--- config.mk ---
export PLATFORM = sky130hd
export DESIGN_NAME = cam_write_ctrl_flat
export DESIGN_NICKNAME = d
export VERILOG_FILES = /design/src/rtl/cam_write_ctrl_pkg.sv /design/src/rtl/cam_write_ctrl_if.sv /design/src/rtl/cam_write_ctrl_free_enc.sv /design/src/rtl/cam_write_ctrl.sv /design/src/flat_wrapper.sv
export SDC_FILE = /design/constraint.sdc
export NUM_CORES = 1
export LEC_CHECK = 0
export ABC_AREA = 1
export CELL_PAD_IN_SITES_DETAIL_PLACEMENT = 1
export CELL_PAD_IN_SITES_GLOBAL_PLACEMENT = 2
export CORE_MARGIN = 2
export CORE_UTILIZATION = 28
export CTS_BUF_LIST = sky130_fd_sc_hd__clkbuf_16
export CTS_CLUSTER_SIZE = 14
export DETAILED_ROUTE_END_ITERATION = 6
export PLACE_DENSITY = 0.85
export SLEW_MARGIN = 20
export SYNTH_ARGS = -nofsm -noshare
export SYNTH_HDL_FRONTEND = slang
export SYNTH_SLANG_ARGS = --single-unit
--- constraint.sdc ---
create_clock -name clk -period 5.6 [get_ports clk]
set_input_delay 1.12 -clock clk [delete_from_list [all_inputs] [get_ports clk]]
set_output_delay 1.12 -clock clk [all_outputs]
set_load 0.02 [all_outputs]
--- src/rtl/cam_write_ctrl_pkg.sv ---
// Shared CAM types and default geometry.
// The read-side mux imports the same defaults.
package cam_pkg;
    localparam int DATA_WIDTH = 32;
    localparam int ADDR_WIDTH = 5;
    localparam int DEPTH      = 32;

    typedef enum logic [1:0] {
        OP_WRITE_IDX   = 2'd0,
        OP_WRITE_ALLOC = 2'd1,
        OP_INVAL_IDX   = 2'd2,
        OP_INVAL_ALL   = 2'd3
    } cam_op_e;

    typedef enum logic [1:0] {
        ST_IDLE  = 2'd0,
        ST_ISSUE = 2'd1,
        ST_RESP  = 2'd2
    } cam_state_e;
endpackage

--- src/rtl/cam_write_ctrl_if.sv ---
// Request/response handshake bundle for the CAM write controller.
interface cam_write_ctrl_if
    import cam_pkg::*;
#(
    parameter int DW = cam_pkg::DATA_WIDTH,
    parameter int AW = cam_pkg::ADDR_WIDTH
);
    logic          req_valid_i;
    logic          req_ready_o;
    cam_op_e       req_op_i;
    logic [AW-1:0] req_index_i;
    logic [DW-1:0] req_data_i;
    logic          rsp_valid_o;
    logic          rsp_ready_i;
    logic [AW-1:0] rsp_index_o;
    logic          rsp_err_o;

    modport slave (
        input  req_valid_i, req_op_i, req_index_i, req_data_i, rsp_ready_i,
        output req_ready_o, rsp_valid_o, rsp_index_o, rsp_err_o
    );

    modport master (
        output req_valid_i, req_op_i, req_index_i, req_data_i, rsp_ready_i,
        input  req_ready_o, rsp_valid_o, rsp_index_o, rsp_err_o
    );
endinterface

--- src/rtl/cam_write_ctrl_free_enc.sv ---
// Lowest-index free entry finder over the valid bitmap.
module cam_free_enc
    import cam_pkg::*;
#(
    parameter int DEPTH      = cam_pkg::DEPTH,
    parameter int ADDR_WIDTH = cam_pkg::ADDR_WIDTH
) (
    input  logic [DEPTH-1:0]      valid_i,
    output logic [ADDR_WIDTH-1:0] free_idx_o,
    output logic                  any_free_o
);
    // Scan high to low so the last hit is the lowest free index.
    always_comb begin
        free_idx_o = '0;
        any_free_o = 1'b0;
        for (int i = DEPTH - 1; i >= 0; i--) begin
            if (!valid_i[i]) begin
                free_idx_o = ADDR_WIDTH'(i);
                any_free_o = 1'b1;
            end
        end
    end
endmodule

--- src/rtl/cam_write_ctrl.sv ---
// CAM write-side controller: decodes requests into one-hot entry writes
// and owns the valid bitmap and occupancy count.
module cam_write_ctrl
    import cam_pkg::*;
#(
    parameter int DATA_WIDTH = cam_pkg::DATA_WIDTH,
    parameter int ADDR_WIDTH = cam_pkg::ADDR_WIDTH,
    parameter int DEPTH      = cam_pkg::DEPTH
) (
    input  logic                  clk,
    input  logic                  rst_n,
    cam_write_ctrl_if.slave       bus,
    output logic [DEPTH-1:0]      wr_en_o,
    output logic [DATA_WIDTH-1:0] wr_data_o,
    output logic [DEPTH-1:0]      entry_valid_o,
    output logic [ADDR_WIDTH:0]   count_o,
    output logic                  full_o,
    output logic                  empty_o
);
    localparam logic [ADDR_WIDTH:0] FULL_CNT = (ADDR_WIDTH + 1)'(DEPTH);
    localparam logic [ADDR_WIDTH:0] ONE      = (ADDR_WIDTH + 1)'(1);

    cam_state_e            state_q, state_d;
    cam_op_e               op_q;
    logic [ADDR_WIDTH-1:0] idx_q;
    logic [DATA_WIDTH-1:0] data_q;
    logic [DEPTH-1:0]      valid_q, valid_d;
    logic [ADDR_WIDTH:0]   count_q, count_d;
    logic                  full_q, empty_q;
    logic [ADDR_WIDTH-1:0] rsp_idx_q, rsp_idx_d;
    logic                  rsp_err_q, rsp_err_d;
    logic [ADDR_WIDTH-1:0] free_idx;
    logic                  any_free;

    cam_free_enc #(.DEPTH(DEPTH), .ADDR_WIDTH(ADDR_WIDTH)) u_free_enc (
        .valid_i    (valid_q),
        .free_idx_o (free_idx),
        .any_free_o (any_free)
    );

    always_comb begin
        state_d   = state_q;
        valid_d   = valid_q;
        count_d   = count_q;
        rsp_idx_d = rsp_idx_q;
        rsp_err_d = rsp_err_q;
        wr_en_o   = '0;
        case (state_q)
            ST_IDLE: if (bus.req_valid_i) state_d = ST_ISSUE;
            ST_ISSUE: begin
                state_d   = ST_RESP;
                rsp_err_d = 1'b0;
                rsp_idx_d = idx_q;
                case (op_q)
                    OP_WRITE_IDX: begin
                        wr_en_o[idx_q] = 1'b1;
                        valid_d[idx_q] = 1'b1;
                        if (!valid_q[idx_q]) count_d = count_q + ONE;
                    end
                    OP_WRITE_ALLOC: begin
                        rsp_idx_d = any_free ? free_idx : '0;
                        rsp_err_d = !any_free;
                        if (any_free) begin
                            wr_en_o[free_idx] = 1'b1;
                            valid_d[free_idx] = 1'b1;
                            count_d           = count_q + ONE;
                        end
                    end
                    OP_INVAL_IDX: begin
                        valid_d[idx_q] = 1'b0;
                        if (valid_q[idx_q]) count_d = count_q - ONE;
                    end
                    default: begin
                        valid_d   = '0;
                        count_d   = '0;
                        rsp_idx_d = '0;
                    end
                endcase
            end
            ST_RESP: if (bus.rsp_ready_i) state_d = ST_IDLE;
            default: state_d = ST_IDLE;
        endcase
    end

    always_ff @(posedge clk or negedge rst_n) begin
        if (!rst_n) begin
            state_q   <= ST_IDLE;
            op_q      <= OP_WRITE_IDX;
            idx_q     <= '0;
            data_q    <= '0;
            valid_q   <= '0;
            count_q   <= '0;
            full_q    <= 1'b0;
            empty_q   <= 1'b1;
            rsp_idx_q <= '0;
            rsp_err_q <= 1'b0;
        end else begin
            state_q   <= state_d;
            valid_q   <= valid_d;
            count_q   <= count_d;
            full_q    <= (count_d == FULL_CNT);
            empty_q   <= (count_d == '0);
            rsp_idx_q <= rsp_idx_d;
            rsp_err_q <= rsp_err_d;
            if (state_q == ST_IDLE && bus.req_valid_i) begin
                op_q   <= bus.req_op_i;
                idx_q  <= bus.req_index_i;
                data_q <= bus.req_data_i;
            end
        end
    end

    assign bus.req_ready_o = (state_q == ST_IDLE);
    assign bus.rsp_valid_o = (state_q == ST_RESP);
    assign bus.rsp_index_o = rsp_idx_q;
    assign bus.rsp_err_o   = rsp_err_q;
    assign wr_data_o       = data_q;
    assign entry_valid_o   = valid_q;
    assign count_o         = count_q;
    assign full_o          = full_q;
    assign empty_o         = empty_q;
endmodule

--- src/flat_wrapper.sv ---
// flat-port wrapper written by rule: the top's interface ports become plain ports
module cam_write_ctrl_flat import cam_pkg::*;
#(
    parameter int DATA_WIDTH = cam_pkg::DATA_WIDTH,
    parameter int ADDR_WIDTH = cam_pkg::ADDR_WIDTH,
    parameter int DEPTH      = cam_pkg::DEPTH
)
  (clk, rst_n, wr_en_o, wr_data_o, entry_valid_o, count_o, full_o, empty_o, bus_req_valid_i, bus_req_op_i, bus_req_index_i, bus_req_data_i, bus_rsp_ready_i, bus_req_ready_o, bus_rsp_valid_o, bus_rsp_index_o, bus_rsp_err_o);
  cam_write_ctrl_if bus_i ();
  input  logic clk;
  input  logic rst_n;
  output logic [DEPTH-1:0] wr_en_o;
  output logic [DATA_WIDTH-1:0] wr_data_o;
  output logic [DEPTH-1:0] entry_valid_o;
  output logic [ADDR_WIDTH:0] count_o;
  output logic full_o;
  output logic empty_o;
  input wire logic [$bits(bus_i.req_valid_i)-1:0] bus_req_valid_i;
  input wire logic [$bits(bus_i.req_op_i)-1:0] bus_req_op_i;
  input wire logic [$bits(bus_i.req_index_i)-1:0] bus_req_index_i;
  input wire logic [$bits(bus_i.req_data_i)-1:0] bus_req_data_i;
  input wire logic [$bits(bus_i.rsp_ready_i)-1:0] bus_rsp_ready_i;
  output wire logic [$bits(bus_i.req_ready_o)-1:0] bus_req_ready_o;
  output wire logic [$bits(bus_i.rsp_valid_o)-1:0] bus_rsp_valid_o;
  output wire logic [$bits(bus_i.rsp_index_o)-1:0] bus_rsp_index_o;
  output wire logic [$bits(bus_i.rsp_err_o)-1:0] bus_rsp_err_o;
  assign bus_i.req_valid_i = bus_req_valid_i;
  assign bus_i.req_op_i = bus_req_op_i;
  assign bus_i.req_index_i = bus_req_index_i;
  assign bus_i.req_data_i = bus_req_data_i;
  assign bus_i.rsp_ready_i = bus_rsp_ready_i;
  assign bus_req_ready_o = bus_i.req_ready_o;
  assign bus_rsp_valid_o = bus_i.rsp_valid_o;
  assign bus_rsp_index_o = bus_i.rsp_index_o;
  assign bus_rsp_err_o = bus_i.rsp_err_o;
  cam_write_ctrl #(.DATA_WIDTH(DATA_WIDTH), .ADDR_WIDTH(ADDR_WIDTH), .DEPTH(DEPTH)) u_core (.clk(clk), .rst_n(rst_n), .bus(bus_i), .wr_en_o(wr_en_o), .wr_data_o(wr_data_o), .entry_valid_o(entry_valid_o), .count_o(count_o), .full_o(full_o), .empty_o(empty_o));
endmodule
==> results <==
## per-layer routing
| metal | vias up | GRT usage (%) |
|---|---|---|
| met5 | - | 0 |
| met4 | 0 | 6.83 |
| met3 | 28 | 6.06 |
| met2 | 235 | 36.8 |
| met1 | 3177 | 30.2 |
| li1 | 3057 | - |
## cell families after synthesis
| family | after synthesis |
|---|---|
| buffers and inverters | 121 |
| XOR/XNOR | 4 |
| AND/OR/NAND/NOR | 424 |
| adder cells (fa/ha/maj) | 2 |
| flip-flops | 87 |
| AO/OA/AOI/OAI | 194 |
## report_power, final
group	switching, mW	leakage [nW]	internal [mW]	total (mW)
Sequential	0.327	1.04	0.927	1.25
Combinational	2.09	2.17	1.12	3.21
Clock	0.295	0.137	0.306	0.601
## final cells by class
class,count,area (µm²),share of cell area [%]
inverters,87,329,4.20
repair buffers,167,1640,20.9
flip-flops and latches,87,2180,27.8
clock buffers,9,225,2.88
clock inverters,7,52.6,0.671
well taps,270,338,4.31
multi-input cells,624,3070,39.2
## worst min-delay path, stage by stage (launching register included)
cell                      delay [ns]
sky130_fd_sc_hd__dfrtp_1        0.34
sky130_fd_sc_hd__nand2_1        0.05
sky130_fd_sc_hd__nand2_1        0.05
## synth_stat cells (all sizes together)
cell     count
xnor2        1
o2111ai      1
o22ai       18
o21bai       2
o221ai       9
o21a         9
nand3       25
a221oi       4
a21oi       60
nor4         4
dfstp        1
clkbuf      22
nor2       108
a31oi        5
o311ai       9
nand2      261
dfrtp       86
o211ai       4
buf         12
xor2         3
nand4        8
a22oi       13
inv         83
nor3        18
o21ai       49
ha           2
clkinv       4
o31ai        8
o32ai        3
## cells in the final DEF (no fill, tap or decap), types with 4 or more instances in the layout
master / count
sky130_fd_sc_hd__nor3_1: 17
sky130_fd_sc_hd__inv_1: 75
sky130_fd_sc_hd__buf_4: 14
sky130_fd_sc_hd__o21a_1: 9
sky130_fd_sc_hd__clkdlybuf4s50_1: 153
sky130_fd_sc_hd__nand2_2: 9
sky130_fd_sc_hd__nand3_1: 23
sky130_fd_sc_hd__nand2_1: 249
sky130_fd_sc_hd__inv_2: 7
sky130_fd_sc_hd__o31ai_1: 8
sky130_fd_sc_hd__o311ai_0: 9
sky130_fd_sc_hd__o22ai_1: 18
sky130_fd_sc_hd__a22oi_1: 11
sky130_fd_sc_hd__dfrtp_1: 86
sky130_fd_sc_hd__o21ai_0: 45
sky130_fd_sc_hd__clkinv_1: 4
sky130_fd_sc_hd__o211ai_1: 4
sky130_fd_sc_hd__nor2_4: 4
sky130_fd_sc_hd__clkbuf_16: 9
sky130_fd_sc_hd__a21oi_1: 57
sky130_fd_sc_hd__o21ai_1: 4
sky130_fd_sc_hd__nor2_1: 102
sky130_fd_sc_hd__a31oi_1: 5
sky130_fd_sc_hd__o221ai_1: 9
sky130_fd_sc_hd__nand4_1: 8
## worst min path at each step
stage,start,endpoint,slack [ns]
final,u_core.wr_data_o[8],u_core.wr_data_o[8],0.48
after global routing,u_core.wr_data_o[14],u_core.wr_data_o[14],0.51
after CTS,u_core.wr_data_o[22],u_core.wr_data_o[22],0.48
after detailed placement,u_core.wr_data_o[22],u_core.wr_data_o[22],0.47
after global placement,u_core.wr_data_o[18],u_core.wr_data_o[18],0.46
after floorplan,u_core.idx_q[4],u_core.bus.rsp_index_o[4],0.52
## flip-flops by register name, indices dropped and copies added (netlist names)
register	flops
u_core.entry_valid_o	32
u_core.wr_data_o	32
u_core.count_o	6
u_core.bus.rsp_index_o	5
u_core.idx_q	5
u_core.op_q	2
u_core.state_q	2
u_core.bus.rsp_err_o	1
u_core.empty_o	1
u_core.full_o	1
## metrics by stage
step	cell area, µm²	setup WS [ns]	util (%)
2_1_floorplan	5750	1.78	-
3_3_place_gp	7550	0.764	37.5
3_5_place_dp	7550	0.796	37.5
4_1_cts	7830	0.423	38.8
5_1_grt	7830	0.183	38.8
6_report	7830	0.391	38.8
==> key figures <==
Critical path
  – Number of buffers and inverters on the critical path: 3
  – Crit Reg-Reg Startpoint: u_core.idx_q[1]
  – Worst r2r dst: u_core.empty_o
  – R2r setup slk: 2.28 ns
  – Number of cells on the worst reg-to-reg path: 13
  – Crit path capture: wr_en_o[6]
  – Slowest CP cell: sky130_fd_sc_hd__clkdlybuf4s50_1
  – Crit end category: primary output
  – Critical Path RT: 4.48 ns
  – Largest stage delay, worst path: 0.67 ns
  – Critical Path Start Type: flop
  – Class of the most critical setup path: flop to primary output
  – Crit path DAT: 4.09 ns
  – Worst-path maximum fanout: 12
  – Cell breakdown of the critical path: clkinv_1 > nor2_2 > inv_1 > nor2_1 > nand2_1 > o32ai_1 > clkdlybuf4s50_1
  – Startpoint of the worst setup timing path: u_core.op_q[0]
  – Stages on the worst setup path: 7
  – Cell family contributing the most delay on the critical path: simple AND/OR/NAND/NOR gates

Logic synthesis
  – Portion of the post-synthesis area used by sequential elements: 37.9%
  – Fraction of synthesized area in multiplexers: 0%
  – Share of synthesized cell area in and, or, nand and nor gates: 31.0%
  – Library cells used by synthesis: 47
  – Post-synthesis xor/xnor area fraction: 0.610%
  – Synthesized-area fraction occupied by ao, oa, aoi and oai cells: 21.4%
  – Synth Net Count: 877
  – Cell types with the largest area share after synthesis: sky130_fd_sc_hd__dfrtp_1, sky130_fd_sc_hd__nand2_1, sky130_fd_sc_hd__nor2_1
  – Dominant combinational cell family by area after synthesis: simple AND/OR/NAND/NOR gates
  – Mean post-synth cell area: 6.91 µm²
  – YS warnings: 0
  – Proportion of netlist area held by the largest area contributor: 37.4%
  – Adder and majority gate portion of the synthesized area: 0.435%
  – Post-synthesis instance area: 5750 µm²
  – Cell type with the highest aggregate area in the netlist: sky130_fd_sc_hd__dfrtp_1
  – Post-synthesis register bit count: just under 90
  – Mapped Cells: 832

STA
  – Achievable Freq: 192 MHz
  – Smallest hold slack: approximately 0.48 ns
  – Worst-Margin Slew: 0.815 ns
  – Post-layout min period: 5.21 ns
  – Headroom to the max-slew limit: about 46%
  – Max-slew violations: 0
  – RSZ-0062 raised after global routing: false
  – Final hold violations: 0
  – Period utilisation layout: 93.0%
  – Aggregate negative setup slack: 0 ns
  – Final setup skew: 0.00979 ns
  – Final setup vio count: 0

Pwr
  – Overall power of the completed layout: 5.07 mW
  – Cell leakage power: 3.35 nW
  – Worst voltage drop across the vdd grid: 239 µV
  – Areal power density over the cells: around 650 nW/µm²

Routing
  – Routed length on met2: between 10,000 and 15,000 µm
  – Highest layer used for signal routing: met4
  – Violation count after the first detailed-routing iteration: 350
  – Detail Route Antenna Nets: 0
  – Routed wire length: roughly 24,000 µm
  – DRC viols: 0
  – Average wire length per cell after detail routing: 19.5 µm
  – Routed metal-1 wirelength: between 10,000 and 15,000 µm
  – Total iterations of the first detailed-routing run: 5
  – Met3 wire length: roughly 2200 µm
  – Total via count in the routed design: 6,497
  – Number of vias per cell: 5.19

Placed design
  – Routability Congestion: around 0.90
  – Post-DP HPWL: 17,800 µm
  – Cell count after placement: 1,235
  – Port Buf Inserts: 154

Finish
  – Share of final-layout standard cells stronger than drive strength 1: 7.03%
  – Area growth from synthesis to layout: 36.3%
  – Number of fillers in the final layout: 2,556
  – Count of placed standard cells in the final layout, fillers left out: approximately 1,300
  – Number of inserted diodes: 0
  – Number of nets in the finished design: 1,021

Outcome
  – Run status: finished, final reports clean

Floorplan
  – Die H: 147 µm
  – Count of standard-cell rows: 52
  – Total Die Area: 21,700 µm²
  – Core Box Area: approximately 20,000 µm²
  – Die width: 147 µm
  – Initial Util: 28.5%
  – I/O pin count: ~160

Clock network
  – Total CTS buffers: 9
  – Clk Tree Root Cell: sky130_fd_sc_hd__clkbuf_16
  – H-Tree Depth: 3
  – Clock edge transition at the registers on the reported setup and hold paths: 0.07 ns
  – CTS hold repair buffers: 0
  – Worst-skew pair later-pin latency: 0.36 ns
  – Number of clock sinks: 87
  – Clock tree buffer depth: 2
  – Buffers inserted during post-CTS setup optimization: 0
  – Count of instances resized after the clock tree is built: 0
  – Clock tree from TritonCTS: yes

Global route
  – Initial antenna violation count: 0
  – Via count of the first global-routing pass: 6,646
  – Largest net degree at the start of global routing: 45
  – First-pass GRT wire length: ~38,000 µm
  – Tot GR Track Use: between 20% and 30%
  – Remaining global-route overflow: 0

Hold path
  – Path type of the worst min-delay path: flop to flop
  – Number of cells traversed by the worst hold path: 2

Job
  – Total of max-cap violations: 0
(Power assumes the default switching activity.)
